[config.mk]
export PLATFORM = sky130hd
export DESIGN_NAME = aplic_msi_scheduler
export DESIGN_NICKNAME = d
export VERILOG_FILES = /design/src/rtl/aplic_msi_scheduler.sv
export SDC_FILE = /design/constraint.sdc
export NUM_CORES = 1
export LEC_CHECK = 0
export BUFFER_PORTS_ARGS = -buffer_cell sky130_fd_sc_hd__buf_4
export CAP_MARGIN = 0
export CORE_AREA = 2 2 294 296
export CTS_CLUSTER_DIAMETER = 100
export DETAILED_ROUTE_END_ITERATION = 10
export DIE_AREA = 0 0 296 298
export SETUP_SLACK_MARGIN = 0.2
export SLEW_MARGIN = 20
export SYNTH_ARGS = -nofsm -noshare
export SYNTH_HDL_FRONTEND = slang
export SYNTH_SLANG_ARGS = --single-unit
[constraint.sdc]
create_clock -name i_clk -period 13.65 [get_ports i_clk]
set_input_delay 2.0475 -clock i_clk [delete_from_list [all_inputs] [get_ports i_clk]]
set_output_delay 2.0475 -clock i_clk [all_outputs]
set_load 0.1 [all_outputs]
[src/rtl/aplic_msi_scheduler.sv]
// MSI delivery sequencer for the APLIC domain: round-robin selection of pending+enabled
// sources, one MSI write per source over a valid/ready channel, then the pending clear.
module aplic_msi_scheduler #(
    parameter int NR_SRC  = 32,
    parameter int HART_W  = 4,
    parameter int EIID_W  = 11,
    parameter int ADDR_W  = 64,
    parameter int TIMEOUT = 255
) (
    input  logic                       i_clk,
    input  logic                       ni_rst,
    input  logic                       i_domain_ie,
    input  logic [NR_SRC-1:0]          i_pending,
    input  logic [NR_SRC-1:0]          i_enabled,
    input  logic [NR_SRC*HART_W-1:0]   i_target_hart,
    input  logic [NR_SRC*EIID_W-1:0]   i_target_eiid,
    input  logic [ADDR_W-1:0]          i_msi_base,
    output logic                       o_msi_valid,
    input  logic                       i_msi_ready,
    output logic [ADDR_W-1:0]          o_msi_addr,
    output logic [31:0]                o_msi_data,
    input  logic                       i_msi_bvalid,
    input  logic                       i_msi_berr,
    output logic [NR_SRC-1:0]          o_clr_pending,
    output logic                       o_busy,
    output logic                       o_err
);

    localparam int IDX_W = $clog2(NR_SRC);
    localparam int CNT_W = $clog2(TIMEOUT + 1);

    typedef enum logic [1:0] {
        IDLE      = 2'd0,
        ISSUE     = 2'd1,
        WAIT_RESP = 2'd2,
        DROP      = 2'd3
    } state_e;

    state_e              state_q, state_d;
    logic [IDX_W-1:0]    rr_q, rr_d;
    logic [IDX_W-1:0]    idx_q, idx_d;
    logic [ADDR_W-1:0]   addr_q, addr_d;
    logic [EIID_W-1:0]   eiid_q, eiid_d;
    logic [CNT_W-1:0]    cnt_q, cnt_d;
    logic                err_q, err_d;

    logic [NR_SRC-1:0]   cand;
    logic                hi_found, lo_found;
    logic [IDX_W-1:0]    hi_idx, lo_idx, sel_idx;
    logic [HART_W-1:0]   sel_hart;
    logic [EIID_W-1:0]   sel_eiid;
    logic [IDX_W-1:0]    rr_next;
    logic [NR_SRC-1:0]   idx_onehot;

    // Round-robin pick: lowest candidate at or above the pointer, else lowest overall.
    always_comb begin
        cand     = i_pending & i_enabled & {NR_SRC{i_domain_ie}};
        cand[0]  = 1'b0;
        hi_found = 1'b0;
        lo_found = 1'b0;
        hi_idx   = '0;
        lo_idx   = '0;
        for (int i = NR_SRC - 1; i >= 1; i--) begin
            if (cand[i]) begin
                lo_found = 1'b1;
                lo_idx   = IDX_W'(i);
                if (i >= int'(rr_q)) begin
                    hi_found = 1'b1;
                    hi_idx   = IDX_W'(i);
                end
            end
        end
        sel_idx  = hi_found ? hi_idx : lo_idx;
        sel_hart = i_target_hart[int'(sel_idx)*HART_W +: HART_W];
        sel_eiid = i_target_eiid[int'(sel_idx)*EIID_W +: EIID_W];
    end

    assign rr_next    = (idx_q == IDX_W'(NR_SRC - 1)) ? IDX_W'(1) : idx_q + 1'b1;
    assign idx_onehot = {{(NR_SRC-1){1'b0}}, 1'b1} << idx_q;

    always_comb begin
        state_d       = state_q;
        rr_d          = rr_q;
        idx_d         = idx_q;
        addr_d        = addr_q;
        eiid_d        = eiid_q;
        cnt_d         = cnt_q;
        err_d         = err_q;
        o_msi_valid   = 1'b0;
        o_clr_pending = '0;

        case (state_q)
            IDLE: begin
                cnt_d = '0;
                if (lo_found) begin
                    idx_d   = sel_idx;
                    eiid_d  = sel_eiid;
                    addr_d  = i_msi_base + (ADDR_W'(sel_hart) << 12);
                    state_d = (sel_eiid == '0) ? DROP : ISSUE;
                end
            end
            ISSUE: begin
                // Request is held until accepted regardless of source state changes.
                o_msi_valid = 1'b1;
                if (i_msi_ready) begin
                    o_clr_pending = idx_onehot;
                    rr_d          = rr_next;
                    cnt_d         = '0;
                    state_d       = WAIT_RESP;
                end
            end
            WAIT_RESP: begin
                if (i_msi_bvalid) begin
                    if (i_msi_berr) begin
                        err_d = 1'b1;
                    end
                    state_d = IDLE;
                end else if (cnt_q == CNT_W'(TIMEOUT - 1)) begin
                    err_d   = 1'b1;
                    state_d = IDLE;
                end else begin
                    cnt_d = cnt_q + 1'b1;
                end
            end
            DROP: begin
                o_clr_pending = idx_onehot;
                rr_d          = rr_next;
                state_d       = IDLE;
            end
            default: state_d = IDLE;
        endcase
    end

    always_ff @(posedge i_clk or negedge ni_rst) begin
        if (!ni_rst) begin
            state_q <= IDLE;
            rr_q    <= IDX_W'(1);
            idx_q   <= '0;
            addr_q  <= '0;
            eiid_q  <= '0;
            cnt_q   <= '0;
            err_q   <= 1'b0;
        end else begin
            state_q <= state_d;
            rr_q    <= rr_d;
            idx_q   <= idx_d;
            addr_q  <= addr_d;
            eiid_q  <= eiid_d;
            cnt_q   <= cnt_d;
            err_q   <= err_d;
        end
    end

    assign o_msi_addr = addr_q;
    assign o_msi_data = {{(32-EIID_W){1'b0}}, eiid_q};
    assign o_busy     = (state_q != IDLE);
    assign o_err      = err_q;

endmodule
==> run metrics <==
# DRC=0; worst hold endpoint=o_msi_addr[7]$_DFFE_PN0P_; Crit. End Element=register; # IOs=745; worst slew pin tran=between 1 and 1.5 ns; initial antenna violation count=12; CTS Buf Count=9; hold_sp=o_msi_addr[7]$_DFFE_PN0P_; sequential area share after synthesis=roughly a fifth; Synth area leader=dfrtp_1; Slowest cell on crit path=o311ai_0; initial drt markers=a little over 800; largest net degree at the start of global routing=104; Avg Cell Area, Syn=roughly 7.5 um^2; Final Cycle Share=between 60% and 70%; commonest cells after routing, fill and taps aside=buf_4 (739), nand2_1 (345), mux2i_1 (136); async set or reset register ratio after synthesis=100%; setup TNS=0 ns; CP Launch Point=i_domain_ie; die width=296 um; nets@finish=about 2800; leakage power=roughly 8.5 nW; dpl hpwl=around 56000 um; CTS H-tree depth=3; core box area=0.0849 mm^2; power density over the cells=~250 mW/mm^2; Via Count=~14000; status=finished clean; main flop type after synthesis=dfrtp_1; Hold Crit Class=reg -> reg; minimum clock period=just over 9 ns; Final Setup Violations=0; Skew-Pair Late Insertion Delay=0.37 ns; number of global-route vias before repair=between 10000 and 15000; Initial Util=around 14%; crit path max fanout=62; hold depth=2; Ys Warns=0; Setup Buffers After CTS=0; final clock skew=approximately 0.016 ns; post-route cell area=approximately 0.018 mm^2; MaxCap Viol Count=0; CP Data Required Time=13.87 ns; worst-case reg-to-reg path depth=25; Clock Sinks=96; die height=298 um; cell count after synthesis=~1600; Overall Global Routing Usage=between 10% and 20%; Relative slew margins=between 20 and 30%; reg2reg setup slack=around 5.7 ns; cts repair resizes=0; fin util=about 22%; via/cell ratio=around 4.3; dpl cell area=around 0.018 mm^2; P&R area growth vs syn=57.1%; first-pass GRT wire length=between 90000 and 100000 um; drt total wl=about 68000 um; EDFF count, synth=0; First-pass DRT Iterations=5; worst vdd ir=142 uV; crit path DAT=around 9.5 ns; CTS max path bufs=2; commonest non-fill, non-tap cell in the layout=buf_4; RR Endpoint=o_msi_addr[63]$_DFFE_PN0P_; delay of the slowest critical-path stage=~0.63 ns; share of the synthesized area in the top cell type=approximately a fifth; startpoint types=primary input; maximum clock rate=roughly 0.11 GHz; # hold bufs at CTS=0; Mapped Area=0.0117 mm^2; layout cells sized above 1=a little under two fifths; Final ANT Viol Nets=0; DIE AREA=around 0.09 mm^2; kind of critical path=in -> reg; Slew Limit Fails=0; Root Driver=clkbuf_16; fillers=around 9600; FF-to-FF Start=rr_q[3]$_DFFE_PN0P_; RePlAce Congestion=around 0.91; wire per inst=slightly above 20 um; grt ovf=0; port bufs=~720; Yosys cell types=a little under 90; TritonCTS clock tree=done; RSZ-0062 raised after global routing=false; endpoints failing hold=0; number of synthesized register bits=96; main area contributors after synthesis=dfrtp_1 (20%), mux2i_1 (12%), nand2_1 (11%), a211oi_1 (4.7%), o21ai_0 (3.7%); num rows=around 110; Clock transition at path regs=around 0.08 ns
-- sequential cells by signal, summed over array words and instances (netlist names) --
| signal | flops |
|---|---|
| cnt_q | 8 |
| idx_q | 5 |
| eiid_q | 11 |
| state_q | 2 |
| o_err | 1 |
| o_msi_addr | 64 |
| rr_q | 5 |
-- cells by family after synthesis --
| logic type | Yosys count | share of synthesized area [%] |
|---|---|---|
| and+or+nand+nor | 657 | 26.7 |
| other | 1 | 0.0321 |
| buffers and inverters | 159 | 7.26 |
| DFF | 96 | 20.5 |
| AOI/OAI and AO/OA | 419 | 25.4 |
| adders and majority gates | 14 | 1.56 |
| muxes | 163 | 14.4 |
| xor gates and xnor gates | 55 | 4.12 |
-- report_power, final --
group / leakage (nW) / switching (mW) / total [mW] / internal (mW)
Sequential: 1.18 / 0.133 / 0.553 / 0.421
Clock: 0.144 / 0.135 / 0.269 / 0.134
Combinational: 7.22 / 2.62 / 3.70 / 1.08
Total: 8.55 / 2.89 / 4.52 / 1.63
-- worst max path at each step --
| stage | to | cells after the start |
|---|---|---|
| detailed placement | o_msi_addr[63]$_DFFE_PN0P_ | 25 |
| global placement | o_msi_addr[63]$_DFFE_PN0P_ | 26 |
| floorplan | o_msi_addr[63]$_DFFE_PN0P_ | 29 |
| finish | o_msi_addr[63]$_DFFE_PN0P_ | 26 |
| CTS | o_msi_addr[63]$_DFFE_PN0P_ | 25 |
| global route | o_msi_addr[60]$_DFFE_PN0P_ | 26 |
-- through the flow --
stage	hold slack (ns)	std cells	power [mW]	setup WS, ns
after floorplan	0.505	1584	3.13	6.11
after global placement	0.454	3326	4.29	4.01
after detailed placement	0.467	3326	4.31	4.04
after CTS	0.488	3342	4.60	4.40
after global routing	0.501	3343	4.83	3.60
final	0.481	3348	4.52	4.37
-- synthesized netlist by cell type (4+ instances only) --
cell type / instances
a211oi_1: 73
a21boi_0: 4
a21o_1: 6
a21oi_1: 62
a221oi_1: 9
a22o_1: 6
a22oi_1: 13
a311o_1: 16
a311oi_1: 14
a31o_2: 4
a31oi_1: 16
a32oi_1: 15
a41o_1: 4
and2_1: 55
and3_1: 45
and4b_1: 4
buf_1: 6
buf_2: 52
buf_4: 34
buf_6: 8
clkbuf_1: 42
dfrtp_1: 95
ha_1: 13
inv_1: 16
mux2_2: 25
mux2i_1: 136
nand2_1: 345
nand2b_1: 9
nand3_1: 56
nand3b_1: 5
nand4_1: 12
nor2_1: 46
nor2b_1: 33
nor3_1: 21
nor4_1: 5
o2111ai_1: 4
o211ai_1: 24
o21a_1: 8
o21ai_0: 87
o21ai_1: 4
o311ai_0: 6
o31ai_1: 5
xnor2_1: 20
xor2_1: 35
-- layout make-up --
class                      instances  area, um^2  area share [%]
tap                             1144        1430            7.79
clock buffer                      10         239            1.30
timing repair buffer             740        5570            30.3
inverter                          17        63.8           0.347
clock inverter                     6        61.3           0.334
antenna                            6        15.0          0.0817
sequential                        96        2400            13.1
multi-input combinational       1329        8590            46.8
-- metal layers --
layer  global-route usage [%]  vias up  wire, um
li1                         -     6947         -
met1                     18.8     6632     29000
met2                     24.1      618     31400
met3                     4.06       82      5770
met4                     3.29       12      1350
met5                        0        -        77
-- worst max-delay path: cells and delay by family --
| kind | cells | cell delay, ns |
|---|---|---|
| AOI/OAI and AO/OA | 13 | 3.33 |
| and+or+nand+nor | 8 | 2.19 |
| buffers and inverters | 3 | 1.34 |
| adders and majority gates | 1 | 0.29 |
| xor gates and xnor gates | 1 | 0.14 |
(Power assumes the default switching activity.)
